### src/rtl/one_bit_4_1_tdm_mux.sv
// Four-channel round-robin time-division multiplexer with valid/ready handshakes.
// Each output word is tagged with its source code {out_s1,out_s0} so a downstream demux can route it back.
module one_bit_4_1_tdm_mux #(
  parameter int WIDTH = 8
) (
  input  logic             clk,
  input  logic             reset,
  input  logic [WIDTH-1:0] in1_data,
  input  logic [WIDTH-1:0] in2_data,
  input  logic [WIDTH-1:0] in3_data,
  input  logic [WIDTH-1:0] in4_data,
  input  logic             in1_valid,
  input  logic             in2_valid,
  input  logic             in3_valid,
  input  logic             in4_valid,
  output logic             in1_ready,
  output logic             in2_ready,
  output logic             in3_ready,
  output logic             in4_ready,
  output logic [WIDTH-1:0] out_data,
  output logic             out_valid,
  input  logic             out_ready,
  output logic             out_s0,
  output logic             out_s1
);

  logic [1:0]       ptr_r;
  logic [1:0]       code_r;
  logic [WIDTH-1:0] data_r;
  logic             valid_r;

  logic [3:0]       valid_vec_s;
  logic [3:0]       ready_s;
  logic [1:0]       grant_s;
  logic [WIDTH-1:0] grant_data_s;
  logic             load_en_s;
  logic             load_s;

  // First valid channel at or after the priority pointer, wrapping modulo 4.
  function automatic logic [1:0] rr_pick(input logic [3:0] v, input logic [1:0] p);
    logic [1:0] idx;
    rr_pick = p;
    for (int i = 3; i >= 0; i--) begin
      idx     = p + 2'(i);
      rr_pick = v[idx] ? idx : rr_pick;
    end
  endfunction

  // Arbitration, handshake generation and payload selection.
  always_comb begin
    valid_vec_s  = {in4_valid, in3_valid, in2_valid, in1_valid};
    load_en_s    = !valid_r || out_ready;
    grant_s      = rr_pick(valid_vec_s, ptr_r);
    load_s       = load_en_s && (|valid_vec_s) && !reset;
    ready_s      = 4'b0000;
    grant_data_s = {WIDTH{1'b0}};
    if (load_s) begin
      ready_s = 4'b0001 << grant_s;
    end else begin
      ready_s = 4'b0000;
    end
    case (grant_s)
      2'b00:   grant_data_s = in1_data;
      2'b01:   grant_data_s = in2_data;
      2'b10:   grant_data_s = in3_data;
      2'b11:   grant_data_s = in4_data;
      default: grant_data_s = {WIDTH{1'b0}};
    endcase
  end

  assign in1_ready = ready_s[0];
  assign in2_ready = ready_s[1];
  assign in3_ready = ready_s[2];
  assign in4_ready = ready_s[3];

  // Output register and pointer; a drain with no new grant only clears valid.
  always_ff @(posedge clk) begin
    if (reset) begin
      valid_r <= 1'b0;
      data_r  <= {WIDTH{1'b0}};
      code_r  <= 2'b00;
      ptr_r   <= 2'b00;
    end else if (load_s) begin
      valid_r <= 1'b1;
      data_r  <= grant_data_s;
      code_r  <= grant_s;
      ptr_r   <= grant_s + 2'b01;
    end else if (valid_r && out_ready) begin
      valid_r <= 1'b0;
    end else begin
      valid_r <= valid_r;
    end
  end

  assign out_valid = valid_r;
  assign out_data  = data_r;
  assign out_s0    = code_r[0];
  assign out_s1    = code_r[1];

endmodule
### config.mk
export PLATFORM = sky130hd
export DESIGN_NAME = one_bit_4_1_tdm_mux
export DESIGN_NICKNAME = d
export VERILOG_FILES = /design/src/rtl/one_bit_4_1_tdm_mux.sv
export SDC_FILE = /design/constraint.sdc
export NUM_CORES = 1
export LEC_CHECK = 0
export CORE_MARGIN = 2
export CORE_UTILIZATION = 33
export DETAILED_ROUTE_END_ITERATION = 16
export PLACE_DENSITY = 0.77
export SLEW_MARGIN = 20
export SYNTH_ARGS = -nofsm -noshare
export SYNTH_HDL_FRONTEND = slang
export SYNTH_SLANG_ARGS = --single-unit
### constraint.sdc
create_clock -name clk -period 2 [get_ports clk]
set_input_delay 0.3 -clock clk [delete_from_list [all_inputs] [get_ports clk]]
set_output_delay 0.3 -clock clk [all_outputs]
set_load 0.05 [all_outputs]
==> results.sh, run 1 <==
export IMPL_grt_use_total_pct=18.3
export IMPL_p_leak_uw=0.000759
export IMPL_async_flop_share_pct=0
export IMPL_cp_endpoint="in1_ready"
export IMPL_seq_power_share_pct=27.1
export IMPL_status="finished with violations"
export IMPL_gp_congestion=0.781
export IMPL_clock_skew_ns=0.00971
export IMPL_switching_share_pct=39.4
export IMPL_critical_path_class="in -> out"
export IMPL_die_area_um2=3200
export IMPL_synth_ff_type="dfxtp_1"
export IMPL_ios=54
export IMPL_r2r_start="ptr_r[1]"
export IMPL_htree_levels=1
export IMPL_synth_top_area_share_pct=28.6
export IMPL_routed_wl_mm=3.26
export IMPL_r2r_cells=9
export IMPL_synth_seq_cells=13
export IMPL_synth_edf_count=0
export IMPL_syn_num_nets=153
export IMPL_n_antenna_cell=0
export IMPL_worst_pin_slew_ns=0.508
export IMPL_syn_area_um2=911
export IMPL_die_h_um=56.5
export IMPL_drive_gt1_share_pct=33.0
export IMPL_initial_core_util_pct=33.9
export IMPL_syn_to_final_growth_pct=104
export IMPL_grt_max_degree=17
export IMPL_crit_start="in1_valid"
export IMPL_hold_viol_final=0
export IMPL_antenna_found_initial=0
export IMPL_grt_pass1_vias=1071
export IMPL_hold_path_class="reg -> reg"
export IMPL_power_density_nw_per_um2=650
export IMPL_internal_power_uw=731
export IMPL_viasPerCell=5.39
export IMPL_syn_inst=111
export IMPL_cts_tree="done"
export IMPL_irDropWorstVdd_mv=0.442
export IMPL_ctsRootBufferMaster="clkbuf_4"
export IMPL_finalCritPeriodShare_pct=107
export IMPL_clockBufferDepth=2
export IMPL_finalPower_uw=1210
export IMPL_worstPathArrival_ns=1.84
export IMPL_synth_cell_types=29
export IMPL_die_w_um=56.5
export IMPL_cts_buffers=3
export IMPL_fin_nets=228
export IMPL_seq_area_frac_synth_pct=28.6
export IMPL_r2r_end="out_data[0]"
export IMPL_final_antenna_net_count=0
export IMPL_synth_area_per_cell_um2=8.21
export IMPL_cp_start_kind="input pin"
export IMPL_route_detailed_drc=0
export IMPL_cts_sinks=13
export IMPL_synth_commonest_cells="nand2b_1, dfxtp_1, nand2_1"
export IMPL_cap_viol_max_count=0
export IMPL_rows=19
export IMPL_fillers=228
export IMPL_grt_pass1_wl_mm=4.68
export IMPL_max_freq_ghz=0.467
export IMPL_relSlewSlack_pct=66.0
export IMPL_core_area_um2=2690
export IMPL_grt_ovfl_total=0
export IMPL_worst_ep_required_time_ns=1.70
export IMPL_vias=1165
export IMPL_synth_warnings=0
export IMPL_synth_area_leaders="dfxtp_1, nand2b_1, a221o_1"
export IMPL_dr_pass1_iters=4
export IMPL_synth_most_common_cell="nand2b_1"
export IMPL_regToRegSetupSlack_ns=-0.09
export IMPL_wire_per_inst_um=15.1
export IMPL_rsz0062_at_grt="true"
export IMPL_yosysTopAreaCell="dfxtp_1"
export IMPL_drv_slew=0
export IMPL_violations="setup timing"
export IMPL_setup_ws_ns=-0.143
export IMPL_setup_viol=10
export IMPL_worst_path_max_fanout=8
export IMPL_cts_hold_buf=0
export IMPL_clkPwrFrac_pct=13.5
export IMPL_worstSetupEndpointType="primary output"
export IMPL_clock_latency_ns=0.27
export IMPL_period_needed_ns=2.14
export IMPL_drt_initial_drc_count=38
export IMPL_dp_hpwl_mm=2.15
export IMPL_clkTransAtPathRegs_ns=0.07
export IMPL_comb_power_share_pct=59.5
export IMPL_utilization_pct=69.0
export IMPL_port_buffers=53
export IMPL_switchingPower_uw=474
[critical path: stages]
cell and delay (ns):
clkdlybuf4s15_2 0.26, nor2_1 0.16, o22ai_1 0.11, a222oi_1 0.34, buf_4 0.21, buf_6 0.09
and3b_2 0.22, buf_12 0.15
[power groups by stage]
| stage | Sequential [uW] | Combinational, uW | Clock [uW] |
|---|---|---|---|
| 6_report | 326 | 716 | 162 |
| 2_1_floorplan | 454 | 214 | 0 |
| 3_3_place_gp | 328 | 562 | 0 |
| 5_1_grt | 332 | 755 | 183 |
| 4_1_cts | 325 | 617 | 168 |
| 3_5_place_dp | 330 | 571 | 0 |
[routing by layer]
metal  GRT usage [%]  up-vias  part of all wire [%]
li1                -      560                     -
met1            22.3      548                    38
met2            30.9       51                    55
met3            3.00        6                   5.6
met4            9.18        0                   1.4
met5               0        -                     0
[through the flow]
step / cells / cell area (um2) / hold WS [ns] / worst slack, ns / TNS, ns
floorplan: 111 / 921 / 0.467 / -0.0672 / -0.599
global placement: 201 / 1580 / 0.469 / -0.448 / -4.62
detailed placement: 201 / 1580 / 0.471 / -0.515 / -5.91
CTS: 210 / 1700 / 0.487 / -0.0719 / -0.120
global route: 216 / 1850 / 0.527 / -0.225 / -1.75
finish: 216 / 1850 / 0.481 / -0.143 / -0.751
[cells in the final DEF, fill, tap and decap left out, drive strengths merged, types with 2 or more instances in the layout]
cell,n
a221o,8
o22ai,4
a21oi,4
nand2,10
clkdlybuf4s50,45
nor3b,3
inv,7
dlygate4sd2,2
ha,3
nand3,8
dfxtp,13
clkbuf,4
buf,29
nand2b,19
o221ai,8
a211oi,2
nor2,3
clkdlybuf4s15,2
and2,2
[logic make-up (layout without fill, tap and decap cells)]
group,Yosys count,count (layout),share of synthesized area [%]
flip-flops,13,13,28.6
adder cells (fa/ha/maj),3,3,4.12
buffers and inverters,15,89,7.28
multiplexers,1,1,1.10
AO/OA/AOI/OAI,31,31,27.9
AND/OR/NAND/NOR,48,48,31.0
[state kept, by name (all words and copies together) (netlist names)]
signal	cells
out_valid	1
out_data	8
ptr_r	2
code_r	2
[worst min path at each step]
| stage | to | startpoint | depth (start not counted) |
|---|---|---|---|
| 2_1_floorplan | out_valid | in3_valid | 2 |
| 3_3_place_gp | code_r[1] | code_r[1] | 2 |
| 3_5_place_dp | code_r[1] | code_r[1] | 2 |
| 4_1_cts | code_r[1] | code_r[1] | 2 |
| 5_1_grt | code_r[1] | code_r[1] | 2 |
| 6_report | code_r[1] | code_r[1] | 2 |
[timing repair]
item,4_1_cts,5_1_grt
gates resized for setup,22,22
setup endpoints to repair,12,12
pin swaps,4,8
setup buffers,5,6
[cell type report]
type,instances,area (um2),area share (%)
clock buffer,4,26.3,1.42
inverter,7,26.3,1.42
multi-input combinational,83,714,38.5
sequential,13,265,14.3
tap,31,38.8,2.09
timing repair buffer,78,783,42.2
(Power assumes the default switching activity.)
==> run 2: changes to the inputs <==
Settings changed: CTS_CLUSTER_SIZE set to 10, SLEW_MARGIN 20 to 10.
==> results of run 2 <==
The final DEF is identical to that of run 1; final timing and power are the same.
